===== src/rtl/input_pkg.sv =====
// Shared definitions for the input event capture block: event field widths
// and the frame sequencer state encoding.
package input_pkg;

  localparam int FRAME_W = 8;
  localparam int CH_W    = 3;

  typedef enum logic [1:0] {
    ST_IDLE  = 2'd0,
    ST_LATCH = 2'd1,
    ST_SCAN  = 2'd2
  } state_t;

  // Saturating 8-bit increment used by the drop counter.
  function automatic logic [7:0] sat_inc8(input logic [7:0] v);
    return (v == 8'hFF) ? v : v + 8'd1;
  endfunction

endpackage


===== src/rtl/event_fifo.sv =====
// Synchronous show-ahead FIFO: the head entry is always visible on o_data
// while o_empty is low; a pop on an empty FIFO is ignored.
module event_fifo #(
  parameter int W     = 8,
  parameter int DEPTH = 16
) (
  input  logic                     clk,
  input  logic                     reset,
  input  logic                     i_push,
  input  logic [W-1:0]             i_data,
  input  logic                     i_pop,
  output logic [W-1:0]             o_data,
  output logic                     o_empty,
  output logic                     o_full,
  output logic [$clog2(DEPTH):0]   o_count
);

  localparam int AW = $clog2(DEPTH);
  localparam logic [AW-1:0] PTR_ONE = AW'(1);
  localparam logic [AW:0]   CNT_ONE = (AW+1)'(1);
  localparam logic [AW:0]   CNT_MAX = (AW+1)'(DEPTH);

  logic [W-1:0]  r_mem [DEPTH];
  logic [AW-1:0] r_wptr;
  logic [AW-1:0] r_rptr;
  logic [AW:0]   r_count;
  logic          w_pop;
  logic          w_push;

  assign o_empty = (r_count == '0);
  assign o_full  = (r_count == CNT_MAX);
  assign o_count = r_count;
  assign o_data  = r_mem[r_rptr];

  // A full FIFO still accepts a push when the same cycle frees a slot.
  assign w_pop  = i_pop & ~o_empty;
  assign w_push = i_push & (~o_full | w_pop);

  always_ff @(posedge clk) begin
    if (w_push) r_mem[r_wptr] <= i_data;
  end

  always_ff @(posedge clk) begin
    if (reset) begin
      r_wptr  <= '0;
      r_rptr  <= '0;
      r_count <= '0;
    end else begin
      if (w_push) r_wptr <= r_wptr + PTR_ONE;
      if (w_pop)  r_rptr <= r_rptr + PTR_ONE;
      case ({w_push, w_pop})
        2'b10:   r_count <= r_count + CNT_ONE;
        2'b01:   r_count <= r_count - CNT_ONE;
        default: r_count <= r_count;
      endcase
    end
  end

endmodule


===== src/rtl/input_event_capture.sv =====
// Samples all joystick channels on each vblank rise, then scans them one per
// cycle and queues a {frame, ch, word} event for every channel that changed.
module input_event_capture
  import input_pkg::*;
#(
  parameter int NCH   = 6,
  parameter int JW    = 32,
  parameter int DEPTH = 16
) (
  input  logic                          clk_sys,
  input  logic                          reset,
  input  logic                          vblank,
  input  logic [NCH*JW-1:0]             joystick,
  input  logic                          rd,
  input  logic                          clr_ovf,
  output logic                          evt_valid,
  output logic [FRAME_W+CH_W+JW-1:0]    evt_data,
  output logic [$clog2(DEPTH):0]        evt_count,
  output logic [NCH*JW-1:0]             snapshot,
  output logic [7:0]                    frame,
  output logic                          overflow,
  output logic [7:0]                    drop_count,
  output logic [1:0]                    dbg_state,
  output logic [CH_W-1:0]               dbg_ch
);

  localparam int EW = FRAME_W + CH_W + JW;
  localparam logic [CH_W-1:0] LAST_CH = CH_W'(NCH - 1);

  state_t            r_state;
  state_t            w_state_next;
  logic              r_vb_q;
  logic              w_edge;
  logic [CH_W-1:0]   r_ch;
  logic [NCH*JW-1:0] r_snap;
  logic [NCH*JW-1:0] r_prev;
  logic [7:0]        r_frame;
  logic              r_ovf;
  logic [7:0]        r_drop;
  logic [JW-1:0]     w_cur;
  logic [JW-1:0]     w_prev_cur;
  logic              w_push;
  logic              w_drop;
  logic              w_full;
  logic              w_empty;

  // vb_q resets high so a vblank already high at reset release is not an edge.
  assign w_edge     = vblank & ~r_vb_q;
  assign w_cur      = r_snap[int'(r_ch)*JW +: JW];
  assign w_prev_cur = r_prev[int'(r_ch)*JW +: JW];
  assign w_push     = (r_state == ST_SCAN) && (w_cur != w_prev_cur);
  // Full implies non-empty, so an asserted rd is guaranteed to free a slot.
  assign w_drop     = w_push & w_full & ~rd;

  always_comb begin
    w_state_next = r_state;
    case (r_state)
      ST_IDLE:  if (w_edge) w_state_next = ST_LATCH;
      ST_LATCH: w_state_next = ST_SCAN;
      ST_SCAN:  if (r_ch == LAST_CH) w_state_next = ST_IDLE;
      default:  w_state_next = ST_IDLE;
    endcase
  end

  always_ff @(posedge clk_sys) begin
    if (reset) begin
      r_state <= ST_IDLE;
      r_vb_q  <= 1'b1;
      r_ch    <= '0;
      r_snap  <= '0;
      r_prev  <= '0;
      r_frame <= '0;
    end else begin
      r_state <= w_state_next;
      r_vb_q  <= vblank;
      case (r_state)
        ST_LATCH: begin
          r_snap  <= joystick;
          r_frame <= r_frame + 8'd1;
          r_ch    <= '0;
        end
        ST_SCAN: begin
          if (w_push) r_prev[int'(r_ch)*JW +: JW] <= w_cur;
          r_ch <= (r_ch == LAST_CH) ? '0 : r_ch + CH_W'(1);
        end
        default: r_ch <= '0;
      endcase
    end
  end

  // A drop in the same cycle as clr_ovf wins and restarts the count at one.
  always_ff @(posedge clk_sys) begin
    if (reset) begin
      r_ovf  <= 1'b0;
      r_drop <= '0;
    end else if (w_drop) begin
      r_ovf  <= 1'b1;
      r_drop <= clr_ovf ? 8'd1 : sat_inc8(r_drop);
    end else if (clr_ovf) begin
      r_ovf  <= 1'b0;
      r_drop <= '0;
    end
  end

  // Read side: evt_valid acts as valid and rd as ready; an entry leaves the
  // FIFO only on a cycle with both high, and rd with evt_valid low is a no-op.
  event_fifo #(
    .W     (EW),
    .DEPTH (DEPTH)
  ) u_fifo (
    .clk     (clk_sys),
    .reset   (reset),
    .i_push  (w_push),
    .i_data  ({r_frame, r_ch, w_cur}),
    .i_pop   (rd),
    .o_data  (evt_data),
    .o_empty (w_empty),
    .o_full  (w_full),
    .o_count (evt_count)
  );

  assign evt_valid  = ~w_empty;
  assign snapshot   = r_snap;
  assign frame      = r_frame;
  assign overflow   = r_ovf;
  assign drop_count = r_drop;
  assign dbg_state  = r_state;
  assign dbg_ch     = r_ch;

endmodule


===== config.mk =====
export PLATFORM = sky130hd
export DESIGN_NAME = input_event_capture
export DESIGN_NICKNAME = d
export VERILOG_FILES = /design/src/rtl/input_pkg.sv /design/src/rtl/event_fifo.sv /design/src/rtl/input_event_capture.sv
export SDC_FILE = /design/constraint.sdc
export NUM_CORES = 1
export LEC_CHECK = 0
export BUFFER_PORTS_ARGS = -buffer_cell sky130_fd_sc_hd__buf_4
export CORE_ASPECT_RATIO = 0.8
export CORE_MARGIN = 3
export CORE_UTILIZATION = 50
export CTS_CLUSTER_SIZE = 16
export DETAILED_ROUTE_END_ITERATION = 12
export HOLD_SLACK_MARGIN = 0.08
export PLACE_DENSITY = 0.71
export SLEW_MARGIN = 10
export SYNTH_ARGS = -nofsm -noshare
export SYNTH_HDL_FRONTEND = slang
export SYNTH_SLANG_ARGS = --single-unit

===== constraint.sdc =====
create_clock -name clk_sys -period 12.7 [get_ports clk_sys]
set_input_delay 3.175 -clock clk_sys [delete_from_list [all_inputs] [get_ports clk_sys]]
set_output_delay 3.175 -clock clk_sys [all_outputs]
set_load 0.02 [all_outputs]

==> impl_metrics.yaml <==
synth:
  synth_edf_count: 688
  synthFlopType: "edfxtp_1"
  synth_cell_types: 51
  syn-cell-area_um2: 45210
  ys_async_sr_fraction_pct: 0
  seq_area_frac_synth_pct: 64.48
  netlist_instances: 3085
  yosys.area.top_type: "edfxtp_1"
  syn_avg_cell_area_um2: 14.65
  ys_warn_count: 0
  synth_nets: 3299
  synth_area_leaders: "edfxtp_1 (46%), dfxtp_1 (19%), mux4_2 (14%), mux2i_1 (5.1%), nand2_1 (4.4%)"
  synth-seq-cells: 1112
  synth.top_cell.area_share_pct: 45.70
flow_run:
  drv_cap: 0
pwr:
  power_mw: 7.792
  p_per_area_nw_per_um2: 145.7
  p_int_mw: 6.013
  pwr-share-seq_pct: 49.7
  p_sw_mw: 1.780
  p_comb_share_pct: 8.3
  clkPwrFrac_pct: 42.0
  sw_frac_of_total_pct: 22.84
  p_leak_nw: 19.78
  vdd_ir_drop_max_uv: 108.8
clock_network:
  h-tree-depth: 3
  clock-root-buffer: "clkbuf_16"
  ctsLongestPathBuffers: 3
  ctsHoldBuffers: 0
  cts.sinks: 1112
  post_cts_buffers: 0
  clk_pin_slew_ps: 70
  cts_tree: "yes"
  numCtsBuffers: 105
  clock_latency_ps: 700
  cts-resized-gates: 0
sta:
  tightest_slew_ps: 1131
  rsz0062_at_grt: "no"
  slew_viol_final: 0
  setup_ws_ps: 5116
  finalSetupViolCount: 0
  period_minus_slack_ps: 7584
  fmax_ghz: 0.1319
  finalHoldViolations: 0
  finalCritPeriodShare_pct: 59.71
  fin_tns_setup_ps: 0
  finClkSkew_ps: 25.28
  slew_headroom_pct: 24.61
global_routing:
  grt_antenna_before_repair: 3
  grtUsageTotal_pct: 27.39
  grt_max_degree: 262
  grt-ovfl-total: 0
  grt_pass1_vias: 27530
  grt_pass1_wl_um: 188500
setup_path:
  path_delay_family: "buffers and inverters"
  critical_path.startpoint_type: "flop"
  cp_slowest_cell: "dfxtp_4"
  path_buf_inv: 3
  end_kind: "primary output"
  critPathMostFrequentCell: "buf_4"
  crit_fanout: 62
  critPathMaxStageDelay_ps: 940
  cp.required_ps: 9520
  cp_data_arrival_time_ps: 4410
  criticalPathCategory: "reg2out"
  path_cells: "buf_4, buf_4, mux4_2, mux4_2, buf_4"
placed_design:
  dp_hpwl_um: 81430
  pre_cts_ws_ps: 5834
  gp_congestion: 0.8614
  place_inst: 4601
  placed_area_um2: 49850
  port_buffers: 459
drt:
  wl_per_cell_um: 27.22
  via_count: 28020
  drt-total-wl_um: 130600
  via_per_inst: 5.842
  firstDrtPassIters: 5
  first_iter_violations: 2906
  drc: 0
  ant_nets: 0
final_layout:
  nFillCells: 6782
  stdcell_count: 4796
  area_delta_synth_final_pct: 18.29
  post_route_cells_drive_above_1_share_pct: 28.41
  nets: 3734
  final_area_um2: 53480
  diodes: 0
run_status:
  status: "finished, final reports clean"
floorplan:
  io_pins: 460
  core-area_um2: 88600
  row_count: 97
  start_util_pct: 51.03
  die-area_um2: 94080
  dieHeight_um: 274.9
  die_width_um: 342.2
min_path:
  hp-class: "reg2reg"
[per-layer routing]
layer	GRT usage (%)	vias to the layer above	share of wire, %
met5	0	-	0
met1	37.47	14130	40
met2	43.47	1370	47
met4	10.43	0	4.1
met3	5.751	236	8.7
li1	-	12290	-
[flip-flops by register name, summed over array words and instances, names as in the netlist, named ones only]
name / count
u_fifo.r_mem: 688
r_prev: 192
snapshot: 192
drop_count: 8
frame: 8
u_fifo.o_count: 5
u_fifo.r_rptr: 4
u_fifo.r_wptr: 4
dbg_ch: 3
dbg_state: 2
overflow: 1
r_vb_q: 1
[layout make-up]
cell class	instances	area (um2)	area share, %
sequential	1112	29170	54.55
multi-input combinational	1760	15110	28.26
timing repair buffer	536	4069	7.609
clock buffer	132	2870	5.367
tap	1188	1486	2.780
clock inverter	63	750.7	1.404
inverter	5	18.77	0.03510
[through the flow]
stage,hold slack [ps],util (%)
floorplan,373.1,-
global placement,379.9,56.27
detailed placement,387.0,56.27
CTS,396.4,60.36
global route,421.0,60.36
finish,391.7,60.36
[cell usage in the layout (no fill, tap or decap), types with 4 or more instances in the layout]
cell type | netlist | routed
a21oi_1 | 203 | 203
and2_1 | 4 | 4
and3_1 | 21 | 7
and3_2 | 0 | 14
buf_4 | 21 | 532
bufinv_16 | 0 | 12
clkbuf_1 | 134 | 14
clkbuf_16 | 0 | 106
clkbuf_8 | 0 | 12
clkinv_1 | 3 | 15
clkinv_2 | 0 | 14
clkinvlp_4 | 0 | 14
dfxtp_1 | 424 | 418
dfxtp_4 | 0 | 5
edfxtp_1 | 688 | 688
ha_1 | 16 | 16
mux2i_1 | 232 | 232
mux4_2 | 277 | 277
nand2_1 | 529 | 529
nand2b_1 | 134 | 133
nand3_1 | 10 | 10
nand4_1 | 12 | 12
nand4_2 | 4 | 4
nor2_1 | 97 | 96
nor2b_1 | 8 | 6
nor4_1 | 23 | 22
o21ai_1 | 31 | 30
or4_1 | 5 | 5
xnor2_1 | 30 | 30
xor2_1 | 83 | 83
[cell usage after synthesis, drive strengths merged (4+ instances only)]
cell	count
xor2	83
nor2b	8
nor4	24
a21oi	203
nand2	529
nand4	16
ha	16
and3	21
clkbuf	134
or4	5
nand3	10
xnor2	30
dfxtp	424
mux4	277
nor3	4
o21ai	31
edfxtp	688
nor2	97
mux2i	232
buf	74
nand2b	134
mux2	4
and2	4
[power by group through the flow]
stage / sequential, mW / combinational (mW) / clock [mW]
after floorplan: 3.94 / 0.422 / 0
after global placement: 3.95 / 0.641 / 0
after detailed placement: 3.95 / 0.650 / 0
after CTS: 3.88 / 0.654 / 3.31
after global routing: 3.88 / 0.689 / 3.46
final: 3.88 / 0.644 / 3.27
[cell families (layout without fill, tap and decap cells)]
kind of cell             after synthesis  in the layout  synth area share [%]
flip-flops                          1112           1112                 64.48
multiplexers                         513            513                 19.06
AND/OR/NAND/NOR                      864            864                 8.594
adder cells (fa/ha/maj)               17             17                0.4871
AO/OA/AOI/OAI                        253            253                 2.945
XOR/XNOR                             113            113                 2.189
buffers and inverters                213            736                 2.247
[worst paths after layout]
path / startpoint / endpoint / slack [ps] / cells past startpoint
setup / recovery: flop / evt_data[29] / 5120 / 5
hold reg to reg: r_vb_q / dbg_state[0] / 390 / 1
hold / removal: r_vb_q / dbg_state[0] / 390 / 1
setup reg to reg: dbg_ch[1] / u_fifo.o_count[4] / 7040 / 14
No activity file was read; power rests on OpenSTA's default activity.
